--- config.mk ---
export PLATFORM = sky130hd
export DESIGN_NAME = instr_fetch_unit
export DESIGN_NICKNAME = d
export VERILOG_FILES = /design/src/rtl/instr_fetch_unit.sv
export SDC_FILE = /design/constraint.sdc
export NUM_CORES = 1
export LEC_CHECK = 0
export CAP_MARGIN = 20
export CORE_AREA = 2 2 122 213
export CTS_CLUSTER_SIZE = 20
export DETAILED_ROUTE_END_ITERATION = 12
export DIE_AREA = 0 0 124 215
export PLACE_DENSITY = 0.68
export SLEW_MARGIN = 20
export SYNTH_ARGS = -nofsm -noshare
export SYNTH_HDL_FRONTEND = slang
export SYNTH_SLANG_ARGS = --single-unit
export TNS_END_PERCENT = 20
--- constraint.sdc ---
create_clock -name clk_i -period 3.3 [get_ports clk_i]
set_input_delay 0.66 -clock clk_i [delete_from_list [all_inputs] [get_ports clk_i]]
set_output_delay 0.66 -clock clk_i [all_outputs]
set_load 0.05 [all_outputs]
--- src/rtl/instr_fetch_unit.sv ---
// instr_fetch_unit: sequential instruction fetch with a credit-limited prefetch queue and redirect flush
module instr_fetch_unit #(
  parameter int               XLEN     = 32,
  parameter logic [XLEN-1:0]  RESET_PC = '0,
  parameter int               DEPTH    = 2
) (
  input  logic            clk_i,
  input  logic            rst_ni,
  output logic            imem_req_valid_o,
  output logic [XLEN-1:0] imem_addr_o,
  input  logic [XLEN-1:0] imem_rdata_i,
  input  logic            redirect_valid_i,
  input  logic [XLEN-1:0] redirect_pc_i,
  output logic            if_valid_o,
  output logic [XLEN-1:0] if_instr_o,
  output logic [XLEN-1:0] if_pc_o,
  input  logic            if_ready_i
);
  localparam int AW = $clog2(DEPTH);
  localparam int CW = $clog2(DEPTH + 1);

  logic            running_q, inflight_q;
  logic [XLEN-1:0] fetch_pc_q, inflight_pc_q;
  logic [XLEN-1:0] instr_q [DEPTH];
  logic [XLEN-1:0] pc_q    [DEPTH];
  logic [AW-1:0]   rd_q, wr_q;
  logic [CW-1:0]   occ_q;
  logic            pop, push, issue;

  assign if_valid_o = (occ_q != '0) && !redirect_valid_i;
  assign pop        = if_valid_o && if_ready_i;
  assign push       = inflight_q && !redirect_valid_i;
  // queued plus in-flight entries may never exceed the queue, so a response always has a slot
  assign issue      = running_q && !redirect_valid_i &&
                      (int'(occ_q) + int'(inflight_q) - int'(pop) < DEPTH);

  assign imem_req_valid_o = issue;
  assign imem_addr_o      = fetch_pc_q;
  assign if_instr_o       = instr_q[rd_q];
  assign if_pc_o          = pc_q[rd_q];

  always_ff @(posedge clk_i or negedge rst_ni) begin
    if (!rst_ni) begin
      running_q     <= 1'b0;
      inflight_q    <= 1'b0;
      fetch_pc_q    <= RESET_PC;
      inflight_pc_q <= '0;
      rd_q          <= '0;
      wr_q          <= '0;
      occ_q         <= '0;
      for (int i = 0; i < DEPTH; i++) begin
        instr_q[i] <= '0;
        pc_q[i]    <= '0;
      end
    end else begin
      running_q  <= 1'b1;
      inflight_q <= issue;
      if (issue) inflight_pc_q <= fetch_pc_q;
      if (redirect_valid_i) begin
        rd_q  <= '0;
        wr_q  <= '0;
        occ_q <= '0;
        if (running_q) fetch_pc_q <= redirect_pc_i & ~XLEN'(3);
      end else begin
        if (issue) fetch_pc_q <= fetch_pc_q + XLEN'(4);
        if (push) begin
          instr_q[wr_q] <= imem_rdata_i;
          pc_q[wr_q]    <= inflight_pc_q;
          wr_q          <= wr_q + AW'(1);
        end
        if (pop) rd_q <= rd_q + AW'(1);
        occ_q <= occ_q + CW'(push) - CW'(pop);
      end
    end
  end
endmodule

# After elaboration in Yosys (flattened, before gate mapping)
# Cells that the tools add are included.
# W data, S select, Z words.
[word_totals] reg_bits=198 in_bits=68 elab_cells=57
[op_classes] add_sub_neg=7 order_cmp=4 n_eq_ne=1 n_mux=18 bitwise_logic=3 n_reduce_logical=13
[op_table] op="$mux W32" count=10
[op_table] op="$bwmux W64" count=2
[op_table] op="$add A32 B3 Y32 const B" count=1
[op_table] op="$demux W32 S1" count=1
[op_table] op="$reduce_bool A2 Y1" count=4
[op_table] op="$logic_and A1 B1 Y1" count=6
[op_table] op="$ge A2 B2 Y1 const B" count=2
[op_table] op="$lt A4 B3 Y1 const B" count=1
[op_table] op="$mux W1" count=4
[op_table] op="$not A1 Y2" count=2
[op_table] op="$reduce_and A2 Y1" count=2
[op_table] op="$sub A3 B1 Y4" count=1
[op_table] op="$add A2 B1 Y3" count=1
[op_table] op="$add A1 B1 Y1 const B" count=2
[op_table] op="$add A2 B1 Y2" count=1
[op_table] op="$lt A2 B1 Y1 const B" count=1
[op_table] op="$mux W2" count=1
[op_table] op="$ne A2 B1 Y1 const B" count=1
[op_table] op="$sub A2 B1 Y2" count=1
[op_table] op="$logic_not A1 Y1" count=1
[op_table] op="$not A1 Y1" count=1

# Logic depth before layout (Yosys ltp)
# Gate-level depths: netlist of run 1.
[logic_depth] word_depth=8 mapped_depth=12 mapped_depth_nobuf=12

# Worst setup path before layout of run 1
# Ideal clock, no wire load.
[synth_timing] path_type="input -> output" startpoint="input port redirect_valid_i" endpoint="output port imem_req_valid_o" t_arrival_ns=3.768 required_time_ns=2.640 path_slack_ns=-1.128 path_stages=10 path_buffers=2 cell_sequence="clkbuf_1 -> nor2_1 -> nand2_1 -> xnor2_1 -> nand2_1 -> fa_1 -> xnor2_1 -> nand4_1 -> inv_2 -> clkbuf_1"
[synth_via] elab_chain_cells=6 word_cells_on_any_way=7 cone_classes="add/sub (1); order compare (1); reduce/logical (5)"
[synth_rtl] item="start: declaration" line_no="12" source="input logic redirect_valid_i,"
[synth_rtl] item="$logic_not A1 Y1" line_no="30" source="assign if_valid_o = (occ_q != '0) && !redirect_valid_i;"
[synth_rtl] item="$logic_and A1 B1 Y1" line_no="30"
[synth_rtl] item="net if_valid_o" line_no="14" source="output logic if_valid_o,"
[synth_rtl] item="$logic_and A1 B1 Y1" line_no="31" source="assign pop = if_valid_o && if_ready_i;"
[synth_rtl] item="$sub A3 B1 Y4" line_no="35" source="(int'(occ_q) + int'(inflight_q) - int'(pop) < DEPTH);"
[synth_rtl] item="$lt A4 B3 Y1" line_no="35"
[synth_rtl] item="$logic_and A1 B1 Y1" line_no="34" source="assign issue = running_q && !redirect_valid_i &&"
[synth_rtl] item="end: declaration" line_no="9" source="output logic imem_req_valid_o,"
# The timed path passes the listed nets, and every way through them passes these cells.

# Final worst setup path of run 1
[layout_timing] startpoint="input port if_ready_i" endpoint="output port imem_req_valid_o"
[layout_via] elab_chain_cells=4
[layout_rtl] item="start: declaration" line_no="17" source="input logic if_ready_i"
[layout_rtl] item="$logic_and A1 B1 Y1" line_no="31"
[layout_rtl] item="$sub A3 B1 Y4" line_no="35"
[layout_rtl] item="$lt A4 B3 Y1" line_no="35"
[layout_rtl] item="$logic_and A1 B1 Y1" line_no="34"
# No other way between the ends.

==> results of run 1 <==
## placed cells by master (no fill, tap or decap), types with 3 or more instances in the layout
cell type,n
a211oi_1,4
a21oi_1,14
a22oi_1,6
a311oi_1,5
and3_1,10
and4_1,3
buf_12,6
buf_4,9
clkbuf_16,17
clkbuf_8,3
clkdlybuf4s50_1,156
clkinvlp_4,3
conb_1,5
dfrtp_1,188
inv_1,5
inv_6,5
mux2_2,186
mux2i_1,6
nand2_1,101
nand3_1,13
nand4_1,4
nor2_1,17
nor3_1,10
nor3b_1,3
nor4_1,7
o211ai_1,3
o21ai_0,22
o21ai_1,3
o22ai_1,7
xnor2_1,6
## synthesized netlist by cell type (2+ instances only)
master | number | area share (%)
mux2_2 | 186 | 24
o21ai_1 | 3 | 0.17
inv_1 | 5 | 0.22
nor3b_1 | 3 | 0.26
conb_1 | 2 | 0.087
dfrtp_1 | 190 | 55
a22oi_1 | 6 | 0.52
nor4_1 | 7 | 0.51
ha_1 | 2 | 0.29
and2_1 | 2 | 0.15
or3_1 | 2 | 0.15
inv_2 | 2 | 0.087
a31o_2 | 2 | 0.20
a31oi_1 | 2 | 0.15
o21ai_0 | 22 | 1.3
nor3_1 | 10 | 0.58
nor2_1 | 19 | 0.83
buf_2 | 7 | 0.41
a311oi_1 | 5 | 0.51
o22ai_1 | 7 | 0.51
nand3_1 | 14 | 0.81
a21oi_1 | 14 | 0.81
clkbuf_1 | 30 | 1.3
and4_1 | 3 | 0.30
o2bb2ai_1 | 2 | 0.20
buf_4 | 4 | 0.35
nor3_2 | 2 | 0.23
o211ai_1 | 3 | 0.26
a211oi_1 | 4 | 0.35
nand4_1 | 4 | 0.29
mux2i_1 | 6 | 0.70
buf_1 | 2 | 0.087
a41oi_1 | 2 | 0.20
and3_1 | 10 | 0.73
or2_1 | 2 | 0.15
nand2_1 | 102 | 4.4
xnor2_1 | 7 | 0.71
## metal layers
metal  routed length (um)  vias up  GRT usage [%]
met5                    0        -              0
met4                  778        0          8.577
met3                  947       42          3.503
met2                10630      174          27.22
met1                 8316     3016          18.66
li1                     -     2823              -
## worst max-delay path: stages
cell	delay [ns]
clkdlybuf4s50_1	0.49
nand2_2	0.07
xnor2_1	0.15
nand2_1	0.09
fa_2	0.37
xnor2_2	0.20
nand4_1	0.16
inv_2	0.12
buf_12	0.14
## final cells by class
class	count	area, sq um
flip-flops and latches	190	4757
well taps	316	395.4
clock inverters	12	146.4
diodes	1	2.502
repair buffers	173	1768
clock buffers	20	456.7
inverters	7	26.28
multi-input cells	473	3706
fillers	2329	13790
## what timing repair did
| action | in CTS | in global routing |
|---|---|---|
| setup endpoints to repair | 0 | 1 |
| buffers inserted | 0 | 0 |
| resized for setup | 0 | 1 |
## kinds of logic (layout without fill, tap and decap cells)
logic type                 after synthesis  after routing  synth area share, %
buffers and inverters                   51            212                2.582
DFF                                    190            190                55.12
muxes                                  192            192                24.98
other                                    2              6              0.08706
AOI/OAI and AO/OA                       79             79                5.933
adders and majority gates                3              3               0.5222
xor gates and xnor gates                 8              8               0.8123
and+or+nand+nor                        186            186                9.965
## metrics by stage
step / setup WS, ns / std cells / area [sq um] / hold WS (ns)
5_1_grt: 0.03650 / 1192 / 11260 / 0.3031
6_report: 0.1808 / 1192 / 11260 / 0.2568
3_3_place_gp: 0.1587 / 1159 / 10650 / 0.4808
4_1_cts: 0.1255 / 1191 / 11250 / 0.2851
3_5_place_dp: 0.08063 / 1159 / 10650 / 0.4867
2_1_floorplan: 0.001713 / 714 / 8682 / 0.3644
## registers in the layout (all words and copies together) (netlist names)
name,flops
inflight_pc_q,30
wr_q,1
instr_q,64
imem_addr_o,30
occ_q,2
rd_q,1
pc_q,60
running_q,1
inflight_q,1
## worst max-delay path by stage
| stage | from | to | slack [ns] | cells after the start |
|---|---|---|---|---|
| after floorplan | redirect_valid_i | imem_req_valid_o | 0.002 | 9 |
| after global placement | if_ready_i | imem_addr_o[31] | 0.16 | 11 |
| after detailed placement | if_ready_i | imem_addr_o[31] | 0.08 | 11 |
| after CTS | occ_q[1] | imem_req_valid_o | 0.13 | 10 |
| after global routing | occ_q[0] | imem_req_valid_o | 0.04 | 10 |
| final | if_ready_i | imem_req_valid_o | 0.18 | 9 |
## report_power, final
part	internal, W	switching, W
combinational	0.00187	0.00266
sequential	0.00326	0.000604
clock	0.00117	0.000944
==> reports/metrics.csv, run 1 <==
stage,metric,value,unit
sta,crit share post-route,94.52,%
logic_synthesis,Ys Warns,0,
min_path,hold crit path type,in2async,
route,number of remaining DRC errors,0,
sta,Layout Skew,0.009628,ns
route,routed vias,6055,
grt,vias in the first global route,6260,
route,drt first pass iters,5,
sta,Final TNS setup,0,ns
clock_network,clock latency on the worst-skew pair,0.45,ns
logic_synthesis,cells after synthesis,711,
setup_path,register-to-register setup slack,0.61,ns
power_and_ir_drop,maximum VDD drop,415.4,uV
route,Post-Route WL,20670,um
setup_path,CP Capture Type,output pin,
grt,remaining global-route overflow,0,
setup_path,FF-to-FF path depth,12,
setup_path,required time of the critical path,2.64,ns
sta,endpoints failing hold,0,
sta,Max transition margin,49.87,%
outcome,status,"finished, final reports clean",
sta,RSZ-0062 raised after global routing,no,
flow_run,max_cap viols,0,
clock_network,CTS tree,done,
logic_synthesis,Synth async-reset ratio,100.0,%
logic_synthesis,"FF+latch count, synth",190,
clock_network,clock buffer depth,2,
finish,Util after Layout,44.95,%
logic_synthesis,"EDFF count, synth",0,
setup_path,crit path kind,in2out,
floorplanning,starting density of the core,34.44,%
sta,setup violators final,0,
floorplanning,Vert. Die Dim,215,um
floorplanning,DIE WIDTH,124,um
setup_path,Worst Setup Start Kind,primary input,
finish,fin nets,933,
power_and_ir_drop,Leak,4.854,nW
clock_network,H-tree Lvls,4,
grt,GRT Total Usage,16.09,%
floorplanning,I/O Pins,166,
route,vias per cell,5.080,
route,DR WL/cell,17.34,um
route,ANT nets after route,0,
route,Initial DRC Count,409,
grt,largest net degree at the start of global routing,90,
sta,Slew @ Worst Pin,0.7451,ns
floorplanning,Core Area,0.02505,sq mm
setup_path,worst r2r dst,imem_addr_o[31],
place,dpl hpwl,13980,um
sta,Final Slew Violations,0,
logic_synthesis,Post-Synthesis Cell Area,0.008626,sq mm
clock_network,Num CTS Buffers,17,
power_and_ir_drop,Design Power,0.01051,W
clock_network,hold buffers post-CTS,0,
sta,f_max,320.6,MHz
logic_synthesis,ys flop type,dfrtp_1,
grt,initial antenna violation count,1,
setup_path,crit path DAT,2.46,ns
logic_synthesis,"Seq/Total Area, Yosys",55.12,%
finish,layout cell share with drive strength beyond 1,28.57,%
logic_synthesis,Cell variety after synth,53,
power_and_ir_drop,P per Cell Area,933.8,mW/mm^2
place,Port Buffers,159,
floorplanning,full die area,0.02666,sq mm
finish,area grow syn2layout,30.52,%
grt,first-pass GRT wire length,32900,um
clock_network,clock root buffer,clkbuf_16,
logic_synthesis,Mean Syn Cell Area,12.13,sq um
place,GPL Wtd Cong,0.7805,
setup_path,CP Max Fanout,3,
sta,min Tclk post-route,3.119,ns
floorplanning,placement row count,77,
clock_network,Sink Count,190,
setup_path,RR Startpoint,occ_q[1],
clock_network,"CTS clk-pin slew, worst paths",0.08,ns
(Power assumes the default switching activity.)
==> run 2, diff against run 1 <==
--- a/config.mk
+++ b/config.mk
@@ -6,11 +6,13 @@
 export NUM_CORES = 1
 export LEC_CHECK = 0
 export CAP_MARGIN = 20
-export CORE_AREA = 2 2 122 213
+export CELL_PAD_IN_SITES_DETAIL_PLACEMENT = 2
+export CELL_PAD_IN_SITES_GLOBAL_PLACEMENT = 2
+export CORE_AREA = 2 2 130 226
 export CTS_CLUSTER_SIZE = 20
 export DETAILED_ROUTE_END_ITERATION = 12
-export DIE_AREA = 0 0 124 215
-export PLACE_DENSITY = 0.68
+export DIE_AREA = 0 0 132 228
+export PLACE_DENSITY = 0.74
 export SLEW_MARGIN = 20
 export SYNTH_ARGS = -nofsm -noshare
 export SYNTH_HDL_FRONTEND = slang
==> reports/metrics.csv, run 2 (same netlist as run 1, synthesis figures left out) <==
stage,metric,value,unit,change
power_and_ir_drop,P_int,0.006384,W,+1.3%
sta,RSZ-0062 raised after global routing,no,,
finish,fill count,2988,,+28%
outcome,status,"finished, final reports clean",,
power_and_ir_drop,maximum VDD drop,410.9,uV,-1.1%
setup_path,crit path cell chain,nor2_2 -> nor2_4 -> nand2_2 -> xnor2_2 -> nand2_1 -> fa_2 -> xnor2_2 -> nand4_1 -> inv_2 -> buf_12,,
finish,Largest Register,instr_q,,
grt,first-pass GRT wire length,39840,um,+21%
route,vias per cell,4.937,,-2.8%
setup_path,Top Family by Delay on Critical Path,simple AND/OR/NAND/NOR gates,,
floorplanning,Vert. Die Dim,228,um,+6.0%
route,number of remaining DRC errors,0,,unchanged
finish,count of non-filler cells in the finished layout,1262,,+5.9%
power_and_ir_drop,Design Power,0.01065,W,+1.4%
clock_network,CTS tree,done,,
clock_network,clock buffer depth,2,,unchanged
floorplanning,placement row count,82,,+6.5%
sta,crit share post-route,95.92,%,+1.4 points
sta,setup ws final,0.1347,ns,-0.04610 ns
finish,area grow syn2layout,32.46,%,
route,ANT nets after route,0,,unchanged
finish,n_diodes,0,,-1
floorplanning,Core Area,0.02842,sq mm,+13%
power_and_ir_drop,Leak,4.907,nW,+1.1%
clock_network,Sink Count,190,,unchanged
grt,GRT Total Usage,16.95,%,+0.86 points
setup_path,crit path DAT,2.51,ns,+0.05 ns
power_and_ir_drop,Comb power frac,43.4,%,+0.3 points
grt,largest net degree at the start of global routing,82,,-8.9%
clock_network,H-tree Lvls,4,,unchanged
sta,f_max,315.9,MHz,-1.5%
sta,Slew @ Worst Pin,0.7432,ns,-0.001985 ns
power_and_ir_drop,sw power,0.004270,W,+1.4%
power_and_ir_drop,Sw Share,40.08,%,about the same
finish,"most common cell after layout, fill and taps aside",dfrtp_1,,
place,DP Cell Count,1229,,+6.0%
route,Initial DRC Count,141,,-66%
floorplanning,full die area,0.03010,sq mm,+13%
floorplanning,DIE WIDTH,132,um,+6.5%
place,GPL Wtd Cong,0.7625,,-2.3%
place,Port Buffers,159,,unchanged
sta,Final Slew Violations,0,,unchanged
place,dpl hpwl,17130,um,+23%
min_path,hold crit path type,in2async,,
sta,setup violators final,0,,unchanged
finish,fin nets,942,,+0.96%
route,routed vias,6231,,+2.9%
place,post-place setup slack,-0.005859,ns,-0.08649 ns
flow_run,max_cap viols,0,,unchanged
setup_path,CP Capture Type,output pin,,
grt,vias in the first global route,7035,,+12%
power_and_ir_drop,P per Cell Area,932.5,mW/mm^2,-0.14%
setup_path,crit path kind,reg2out,,
power_and_ir_drop,Seq pwr share,36.7,%,about the same
clock_network,clock latency on the worst-skew pair,0.44,ns,about the same
floorplanning,starting density of the core,30.35,%,-4.1 points
finish,Largest regs,"instr_q x64, pc_q x60",,
sta,min Tclk post-route,3.165,ns,+0.04610 ns
grt,initial antenna violation count,0,,-1
setup_path,Worst Setup Start Kind,flop,,
sta,endpoints failing hold,0,,unchanged
finish,max reg flops,64,,unchanged
route,drt first pass iters,4,,-1
setup_path,Crit-path slowest cell,dfrtp_2,,
setup_path,Bufs and invs on worst path,2,,-1
sta,worst hold slack,0.2650,ns,+0.008191 ns
power_and_ir_drop,clock power share,19.9,%,-0.3 points
sta,Layout Skew,0.007440,ns,-0.002188 ns
clock_network,"CTS clk-pin slew, worst paths",0.07,ns,about the same
clock_network,Num CTS Buffers,17,,unchanged
floorplanning,I/O Pins,166,,unchanged
route,DR WL/cell,19.39,um,+12%
sta,Max transition margin,50.46,%,+0.59 points
finish,layout cell share with drive strength beyond 1,29.41,%,+0.84 points
grt,remaining global-route overflow,0,,unchanged
clock_network,clock root buffer,clkbuf_16,,
setup_path,cell repeated most along the worst path,xnor2_2,,
setup_path,required time of the critical path,2.64,ns,about the same
setup_path,CP max stage delay,0.46,ns,-0.03 ns
setup_path,CP Max Fanout,5,,+2
route,Post-Route WL,24470,um,+18%
finish,most frequent cells in the layout,"187 x dfrtp_1, 186 x mux2_2, 155 x clkdlybuf4s50_1",,
run 2: cell count changes in the layout (fill, tap and decap cells not counted), moves of 2 or more:
cell / delta
clkbuf_1: +2
clkinvlp_4: +2
inv_6: -5
buf_4: +8
clkinv_2: +2
run 2: worst register-to-register path, stage by stage (launching register included):
cell	delay [ns]
dfrtp_2	0.46
nor2_2	0.16
nor2_4	0.06
nand2_2	0.09
xnor2_2	0.12
nand2_1	0.10
fa_2	0.42
xnor2_2	0.15
nand4_1	0.21
inv_2	0.16
buf_4	0.29
a41oi_1	0.15
o21ai_0	0.22
nand3_1	0.10
run 2: final timing paths:
check	start	endpoint	slack, ns	cells after the start
worst max-delay path	occ_q[1]	imem_req_valid_o	0.13	10
worst min-delay path	rst_ni	imem_addr_o[2]	0.26	1
worst max register to register	occ_q[1]	imem_addr_o[23]	0.49	13
worst min register to register	instr_q[36]	instr_q[36]	0.50	1
max in group asynchronous	rst_ni	instr_q[31]	2.25	2
min in group clk_i	instr_q[36]	instr_q[36]	0.50	1
run 2: layer usage:
layer  track usage (%)  vias to the layer above  share of wire [%]
li1                  -                     2841                  -
met1             18.69                     3226                 39
met2             32.11                      133                 56
met3             3.111                       31                2.9
met4             5.808                        0                2.3
met5                 0                        -                  0
run 2: cell type report:
class	count	area [sq um]	area share, %
sequential	190	4758	41.64
multi-input combinational	473	3716	32.52
timing repair buffer	182	1851	16.20
tap	378	473.0	4.139
clock buffer	22	464.2	4.063
clock inverter	10	137.6	1.205
inverter	7	26.28	0.2300
run 2: power groups by stage:
stage	Sequential (W)	Combinational (W)	Clock, W
after floorplan	0.00402	0.00292	0
after global placement	0.00388	0.00457	0
after detailed placement	0.00397	0.00467	0
after CTS	0.00393	0.00470	0.00220
after global routing	0.00407	0.00488	0.00229
final	0.00392	0.00462	0.00212
run 2: metrics by stage:
step | util (%) | area, sq um | TNS [ns]
4_1_cts | 40.13 | 11400 | 0
2_1_floorplan | - | 8682 | 0
3_3_place_gp | 38.01 | 10800 | 0
5_1_grt | 40.20 | 11430 | 0
6_report | 40.20 | 11430 | 0
3_5_place_dp | 38.01 | 10800 | -0.01099
run 2: timing repair:
action,in CTS,in global routing
resized for setup,0,5
setup buffers,0,1
endpoints found under the setup margin,0,1
hold buffers,0,0
